File: src/rtl/shift_unit32.sv
// -----------------------------------------------------------------------------
// shift_unit32
//
// Multi-cycle 32-bit shift/rotate execution unit. One left shifter serves
// SLL, SRL, SRA and ROR. Right-direction operations bit-reverse the operand on
// entry, shift left with the appropriate fill bit, and reverse back on exit.
//
// Ports:
//   clk      in   1   single clock, all state updates on the rising edge
//   reset    in   1   synchronous, active-high reset (aborts any operation)
//   start    in   1   request, only sampled while idle
//   op       in   2   00 SLL, 01 SRL, 10 SRA, 11 ROR
//   data_in  in   32  operand, sampled with start
//   shamt    in   5   shift amount 0..31, sampled with start
//   busy     out  1   high from the accepting edge until done
//   done     out  1   one-cycle pulse, result valid
//   result   out  32  last completed result, held until the next done
//
// Build option:
//   SHIFT_UNIT32_FAST_EN  when defined, the SHIFT state moves 4 bit positions
//                         per edge while at least 4 remain, then 1 per edge.
//                         Results are identical; only latency changes.
// -----------------------------------------------------------------------------
module shift_unit32 #(
    parameter int WIDTH   = 32,
    parameter int SHAMT_W = 5
) (
    input  logic               clk,
    input  logic               reset,
    input  logic               start,
    input  logic [1:0]         op,
    input  logic [WIDTH-1:0]   data_in,
    input  logic [SHAMT_W-1:0] shamt,
    output logic               busy,
    output logic               done,
    output logic [WIDTH-1:0]   result
);

    localparam logic [1:0] OP_SLL = 2'b00;
    localparam logic [1:0] OP_SRA = 2'b10;
    localparam logic [1:0] OP_ROR = 2'b11;

    localparam logic [SHAMT_W-1:0] CNT_ZERO = '0;
    localparam logic [SHAMT_W-1:0] CNT_ONE  = SHAMT_W'(1);
`ifdef SHIFT_UNIT32_FAST_EN
    localparam logic [SHAMT_W-1:0] CNT_FOUR = SHAMT_W'(4);
`endif

    typedef enum logic [1:0] {
        S_IDLE   = 2'd0,
        S_SHIFT  = 2'd1,
        S_FINISH = 2'd2
    } state_t;

    state_t             state_reg, state_next;
    logic [WIDTH-1:0]   work_reg, work_next;
    logic [SHAMT_W-1:0] cnt_reg, cnt_next;
    logic               rev_flag_reg, rev_flag_next;
    logic [1:0]         fill_mode_reg, fill_mode_next;
    logic               sign_reg, sign_next;
    logic               busy_reg, busy_next;
    logic               done_reg, done_next;
    logic [WIDTH-1:0]   result_reg, result_next;

    // Bit-reversed views of the incoming operand and of the working register.
    logic [WIDTH-1:0]   data_rev;
    logic [WIDTH-1:0]   work_rev;

    genvar gi;
    generate
        for (gi = 0; gi < WIDTH; gi++) begin : g_rev
            assign data_rev[gi] = data_in[WIDTH-1-gi];
            assign work_rev[gi] = work_reg[WIDTH-1-gi];
        end
    endgenerate

    // Fill bit for a single-position shift. In the reversed domain a right
    // rotate is a left rotate, so ROR recirculates the MSB.
    logic fill1;
    always_comb begin
        fill1 = 1'b0;
        case (fill_mode_reg)
            OP_SRA:  fill1 = sign_reg;
            OP_ROR:  fill1 = work_reg[WIDTH-1];
            default: fill1 = 1'b0;
        endcase
    end

`ifdef SHIFT_UNIT32_FAST_EN
    // Fill nibble for a 4-position shift, built bit by bit so that ROR wraps
    // work[31:28] into [3:0] in order and SRA replicates the sign.
    logic [3:0] fill4;
    generate
        for (gi = 0; gi < 4; gi++) begin : g_fill4
            assign fill4[gi] = (fill_mode_reg == OP_SRA) ? sign_reg :
                               (fill_mode_reg == OP_ROR) ? work_reg[WIDTH-4+gi] :
                               1'b0;
        end
    endgenerate
`endif

    always_comb begin
        state_next     = state_reg;
        work_next      = work_reg;
        cnt_next       = cnt_reg;
        rev_flag_next  = rev_flag_reg;
        fill_mode_next = fill_mode_reg;
        sign_next      = sign_reg;
        busy_next      = busy_reg;
        done_next      = 1'b0;
        result_next    = result_reg;

        case (state_reg)
            S_IDLE: begin
                if (start) begin
                    work_next      = (op != OP_SLL) ? data_rev : data_in;
                    cnt_next       = shamt;
                    rev_flag_next  = (op != OP_SLL);
                    fill_mode_next = op;
                    sign_next      = data_in[WIDTH-1];
                    busy_next      = 1'b1;
                    state_next     = (shamt != CNT_ZERO) ? S_SHIFT : S_FINISH;
                end
            end

            S_SHIFT: begin
`ifdef SHIFT_UNIT32_FAST_EN
                if (cnt_reg >= CNT_FOUR) begin
                    work_next = {work_reg[WIDTH-5:0], fill4};
                    cnt_next  = cnt_reg - CNT_FOUR;
                end else begin
                    work_next = {work_reg[WIDTH-2:0], fill1};
                    cnt_next  = cnt_reg - CNT_ONE;
                end
`else
                work_next = {work_reg[WIDTH-2:0], fill1};
                cnt_next  = cnt_reg - CNT_ONE;
`endif
                // Leave as soon as the remaining count reaches zero.
                if (cnt_next == CNT_ZERO) begin
                    state_next = S_FINISH;
                end
            end

            S_FINISH: begin
                result_next = rev_flag_reg ? work_rev : work_reg;
                done_next   = 1'b1;
                busy_next   = 1'b0;
                state_next  = S_IDLE;
            end

            default: begin
                state_next = S_IDLE;
                busy_next  = 1'b0;
            end
        endcase
    end

    always_ff @(posedge clk) begin
        if (reset) begin
            state_reg     <= S_IDLE;
            work_reg      <= '0;
            cnt_reg       <= '0;
            rev_flag_reg  <= 1'b0;
            fill_mode_reg <= 2'b00;
            sign_reg      <= 1'b0;
            busy_reg      <= 1'b0;
            done_reg      <= 1'b0;
            result_reg    <= '0;
        end else begin
            state_reg     <= state_next;
            work_reg      <= work_next;
            cnt_reg       <= cnt_next;
            rev_flag_reg  <= rev_flag_next;
            fill_mode_reg <= fill_mode_next;
            sign_reg      <= sign_next;
            busy_reg      <= busy_next;
            done_reg      <= done_next;
            result_reg    <= result_next;
        end
    end

    assign busy   = busy_reg;
    assign done   = done_reg;
    assign result = result_reg;

endmodule

File: config.mk
export PLATFORM = sky130hd
export DESIGN_NAME = shift_unit32
export DESIGN_NICKNAME = d
export VERILOG_FILES = /design/src/rtl/shift_unit32.sv
export SDC_FILE = /design/constraint.sdc
export NUM_CORES = 1
export LEC_CHECK = 0
export BUFFER_PORTS_ARGS = -buffer_cell sky130_fd_sc_hd__buf_4
export CAP_MARGIN = 10
export CORE_MARGIN = 8
export CORE_UTILIZATION = 55
export DETAILED_ROUTE_END_ITERATION = 16
export PLACE_DENSITY_LB_ADDON = 0.3
export SLEW_MARGIN = 10
export SYNTH_ARGS = -nofsm -noshare
export SYNTH_HDL_FRONTEND = slang
export SYNTH_SLANG_ARGS = --single-unit
File: constraint.sdc
create_clock -name clk -period 2 [get_ports clk]
set_clock_uncertainty 0.05 [all_clocks]
set_input_delay 0.2 -clock clk [delete_from_list [all_inputs] [get_ports clk]]
set_output_delay 0.2 -clock clk [all_outputs]
set_load 0.01 [all_outputs]
==> impl_metrics.tcl, run 1 <==
set metrics [dict create \
    syn-cell-area_um2 3730 \
    leakage_nw 1.78 \
    grt_max_degree 66 \
    route.antenna.remaining_nets 0 \
    critical_path_class "reg2reg" \
    fin_crit_sh_pct 89.8 \
    drive_above_1_share_pct 25.9 \
    grt_first_pass_wirelength_mm 14.7 \
    startpoint "state_reg[0]" \
    ys_types 40 \
    drt_iter0_drc 197 \
    timing.fmax_mhz 557 \
    synth_area_per_cell_um2 9.45 \
    track_usage_pct 18.4 \
    hold_path_class "in2reg" \
    rsz0062_at_grt "false" \
    relSlewSlack_pct 71.8 \
    cellPowerDensity_nw_per_um2 820 \
    worst_slew_pin_slew_ns 0.413 \
    drv_slew 0 \
    die_h_um 98.4 \
    cts_max_path_buffers 2 \
    seq_area_frac_synth_pct 41.3 \
    syn_nets 439 \
    cts.clk_slew.worst_paths_ns 0.08 \
    cap_violations 0 \
    required_ns 2.16 \
    ys_seq_elements 77 \
    fp.dieW_um 98.4 \
    holdPathStages 3 \
    wl_per_cell_um 16.4 \
    setup-violations-final 0 \
    port_buffers 75 \
    cts_setup_buffers 0 \
    end_kind "register" \
    fin_tns_setup_ns 0 \
    start_util_pct 55.9 \
    layout_setup_ws_ns 0.205 \
    antenna_cells 0 \
    area_delta_synth_final_pct 21.4 \
    peakVddDrop_uv 458 \
    route.detailed.drc 0 \
    postLayoutCoreUtil_pct 67.8 \
    pre_cts_slack_ns 0.291 \
    routed_via_density 5.76 \
    cp_max_fo 26 \
    stdcell_count 540 \
    min_from "op[1]" \
    fin_hold_ws_ns 0.0671 \
    grt-ovfl-total 0 \
    cts_buffers 9 \
    reg2reg_from "state_reg[0]" \
    cts_resized 0 \
    gp_congestion 0.918 \
    outcome "complete, no violations" \
    vias 3109 \
    rows 30 \
    critPathArrivalTime_ns 1.96 \
    first_global_vias 2979 \
    fin_crit_ns 1.80 \
    cts-root-buf "clkbuf_8" \
    cts_hold_buf 0 \
    dp_cells 524 \
    wirelength_mm 8.87 \
    core_um2 6680 \
    antenna_found_initial 0 \
    nets 499 \
    syn_inst 395 \
    clock_sinks 77 \
    critPathLaunchType "register" \
    cts_tree "yes" \
    dr.pass1.iters 5 \
    yosys_warnings 0 \
    reg2reg_depth 5 \
    hold_viol 0 \
    ioPinCount 76 \
    clock_latency_ns 0.35 \
    htree_num_levels 3 \
    hpwl_mm 6.32 \
    dieArea_um2 9680 \
]
routing by layer:
layer	vias up	routed length, um	global-route usage (%)
met5	-	0	0
met4	0	152	7.44
met3	17	607	4.34
met2	99	3820	26.6
met1	1438	4290	25.4
li1	1555	-	-
cell families (layout without fill, tap and decap cells):
family / count (synthesis) / count (layout) / share of synthesized area [%]
multiplexers: 68 / 68 / 18.3
buffers and inverters: 39 / 104 / 6.13
XOR/XNOR: 3 / 3 / 0.704
AO/OA/AOI/OAI: 81 / 81 / 18.7
adder cells (fa/ha/maj): 2 / 2 / 0.670
AND/OR/NAND/NOR: 125 / 125 / 14.1
flip-flops: 77 / 77 / 41.3
worst max-delay path: stages, from the launching register on:
cell	delay, ns
dfxtp_1	0.57
nor2_1	0.13
nor2_2	0.12
buf_4	0.28
nor2_1	0.07
a2111oi_0	0.43
layout make-up:
type,instances,area [um^2]
clock buffer,9,124
inverter,4,15.0
tap,80,100
timing repair buffer,84,681
fill,549,2150
clock inverter,7,97.6
multi-input combinational,279,1970
sequential,77,1540
placed cells by master, fill, tap and decap left out, types with 2 or more instances in the layout:
cell,instances
buf_12,4
clkbuf_8,9
inv_6,2
mux2i_1,66
nor3_1,3
or4_1,2
nor2_4,2
o21ai_0,2
inv_1,4
a2111oi_2,10
dfxtp_1,76
buf_4,80
nor2b_1,2
bufinv_16,2
a2111oi_0,21
a21oi_1,4
a211oi_1,35
xnor2_1,3
ha_1,2
nor2_1,106
mux2_2,2
clkinvlp_4,2
report_power, final:
part           switching, mW  internal (mW)
Clock                  0.599          0.709
Combinational          0.332          0.304
Sequential             0.132           1.64
Total                   1.06           2.65
cells in the mapped netlist:
library cell	number	area (um^2)
nor2_1	106	398
dfxtp_1	77	1540
mux2i_1	66	661
a211oi_1	35	263
a2111oi_0	21	184
buf_2	14	70.1
a2111oi_2	10	150
clkbuf_1	8	30.0
a21oi_1	4	20.0
buf_4	4	30.0
buf_6	4	45.0
inv_1	4	15.0
buf_1	3	11.3
nor2b_1	3	18.8
nor3_1	3	15.0
xnor2_1	3	26.3
clkbuf_8	2	27.5
ha_1	2	25.0
mux2_2	2	22.5
nor2_4	2	22.5
o21ai_0	2	10.0
or4_1	2	15.0
a21o_1	1	7.51
a221oi_1	1	8.76
a22o_1	1	8.76
a311oi_1	1	8.76
a31o_2	1	8.76
a31oi_1	1	6.26
and2b_1	1	7.51
nand2_1	1	3.75
nand2b_1	1	6.26
nand2b_2	1	8.76
nand3_1	1	5.00
nand3b_1	1	7.51
nand4_1	1	6.26
nor2_2	1	6.26
nor3b_1	1	7.51
o22a_1	1	8.76
o22ai_1	1	6.26
o32ai_1	1	8.76
final timing paths:
kind                           end  slack, ns
hold reg to reg         result[19]       0.45
setup reg to reg      work_reg[12]       0.20
setup / recovery      work_reg[12]       0.20
hold / removal    fill_mode_reg[1]       0.07
through the flow:
step           area [um^2]  total power [mW]
4_1_cts               4530              3.72
6_report              4530              3.72
2_1_floorplan         3730              2.22
5_1_grt               4530              3.87
3_3_place_gp          4310              2.40
3_5_place_dp          4310              2.43
No activity file was read; power rests on OpenSTA's default activity.
==> inputs of run 2 (changes only) <==
- CORE_UTILIZATION: 55 -> 49
- clock period: 2 -> 1.5 ns (I/O delays scaled with it)
==> run 2 against run 1 <==
Compared with the run above: final area increased by 3.8%; global-route usage shrank 1.4 points; flip-flop and latch count did not move; combinational power up 47%; die area up 10%; total power rose by 35%; sequential share of layout area decreased by 1.2 points; maximum frequency up 22%; register-to-register slack worse by 0.18 ns; final cell count up 5.6%; clock power rose by 31%; non-clock buffer count is 8 higher; critical endpoint is now work_reg[6]; highest routed layer unchanged.
==> impl_metrics.tcl, run 2 (synthesized netlist as in run 1, its figures left out) <==
set metrics [dict create \
    reg2reg_depth 5 \
    hpwl_mm 6.39 \
    hold_viol 0 \
    cts_tree "yes" \
    m1WireLength_mm 4.06 \
    ioPinCount 76 \
    finalInstanceArea_um2 4700 \
    routed_via_density 5.53 \
    n_fill_cell 649 \
    worstPathCellList "nor2_1 > nor2_4 > buf_12 > nor2_1 > a2111oi_0" \
    grt_first_pass_wirelength_mm 14.2 \
    setup-violations-final 0 \
    topRoutingLayerUsed "met4" \
    die_h_um 103 \
    rows 32 \
    critPathArrivalTime_ns 1.64 \
    clock_latency_ns 0.35 \
    wirelength_mm 9.08 \
    grt_max_degree 56 \
    cts_buffers 9 \
    multi_input_area_um2 1990 \
    fp.dieW_um 103 \
    first_global_vias 2906 \
    fin_crit_sh_pct 98.3 \
    holdPathStages 3 \
    critical_path_depth 5 \
    drv_slew 0 \
    htree_num_levels 3 \
    cp_max_fo 15 \
    wl_met2_mm 4.16 \
    clock_sinks 77 \
    route.antenna.remaining_nets 0 \
    critical-path-slowest-cell "a2111oi_0" \
    end_kind "register" \
    dr.pass1.iters 4 \
    hold_path_class "in2reg" \
    pre_cts_slack_ns 0.0254 \
    reg2reg_from "state_reg[0]" \
    startpoint "state_reg[0]" \
    track_usage_pct 17.0 \
    layout_setup_ws_ns 0.0250 \
    cts_setup_buffers 0 \
    wl_met3_um 703 \
    antenna_cells 0 \
    area_delta_synth_final_pct 25.9 \
    drt_iter0_drc 214 \
    drive_above_1_share_pct 27.4 \
    cpPeakStageDelay_ns 0.44 \
    required_ns 1.66 \
    min_from "op[1]" \
    nets 507 \
    antenna_found_initial 0 \
    mostFrequentLayoutCell "nor2_1" \
    crit_top_cell "nor2_1" \
    cp_top_family "compound AO/OA/AOI/OAI gates" \
    critical_path_class "reg2reg" \
    final_cell_mix "nor2_1, buf_4, dfxtp_1" \
    regArea_um2 1540 \
    gp_congestion 0.884 \
    fin_crit_ns 1.47 \
    worst_slew_pin_slew_ns 0.646 \
    wl_per_cell_um 15.9 \
    port_buffers 75 \
    dp_cells 552 \
    start_util_pct 49.3 \
    grt-ovfl-total 0 \
    total_power_mw 5.00 \
    cap_violations 0 \
    critPathLaunchType "register" \
    cts.clk_slew.worst_paths_ns 0.08 \
    relSlewSlack_pct 56.9 \
    stdcell_count 570 \
    outcome "complete, no violations" \
    leakage_nw 1.85 \
    rrSetupSlack_ns 0.03 \
    cts-root-buf "clkbuf_8" \
    core_um2 7570 \
    placed_cell_area_um2 4430 \
    vias 3153 \
    cellPowerDensity_nw_per_um2 1060 \
    cts_max_path_buffers 2 \
    timing.fmax_mhz 678 \
    dieArea_um2 10700 \
    peakVddDrop_uv 772 \
    route.detailed.drc 0 \
    crit_buf_inv 1 \
]
[run 2: final timing paths]
| kind | end |
|---|---|
| setup reg to reg | work_reg[6] |
| setup / recovery | work_reg[6] |
| hold / removal | fill_mode_reg[1] |
| hold reg to reg | result[2] |
[run 2: per-stage QoR]
step / utilization (%) / hold slack (ns) / TNS, ns
floorplan: - / 0.247 / 0
global placement: 58.5 / 0.349 / 0
detailed placement: 58.5 / 0.363 / 0
CTS: 61.5 / 0.0135 / 0
global route: 62.1 / 0.0142 / -0.0000782
finish: 62.1 / 0.0183 / 0
[run 2: power by group]
part	total (mW)	internal, mW	switching, mW
clock	1.72	0.938	0.785
sequential	2.34	2.19	0.157
combinational	0.935	0.458	0.478
[run 2: repair_timing]
item,CTS,global route
setup endpoints to repair,0,10
hold endpoints to repair,1,0
gates resized for setup,0,8
hold buffers,1,0
[run 2: area by class of cell]
cell class / count / area share (%)
clock buffers: 10 / 2.71
multi-input cells: 279 / 42.3
well taps: 102 / 2.71
flip-flops and latches: 77 / 32.8
inverters: 4 / 0.319
repair buffers: 92 / 17.2
clock inverters: 6 / 1.84
[run 2: tightest hold or removal path, stage by stage]
cell	delay (ns)
buf_4	0.10
mux2i_1	0.06
nor2_1	0.07
[run 2: layer usage]
layer,up-vias,GRT usage (%)
li1,1583,-
met1,1465,22.7
met2,90,25.6
met3,15,4.15
met4,0,7.01
met5,-,0
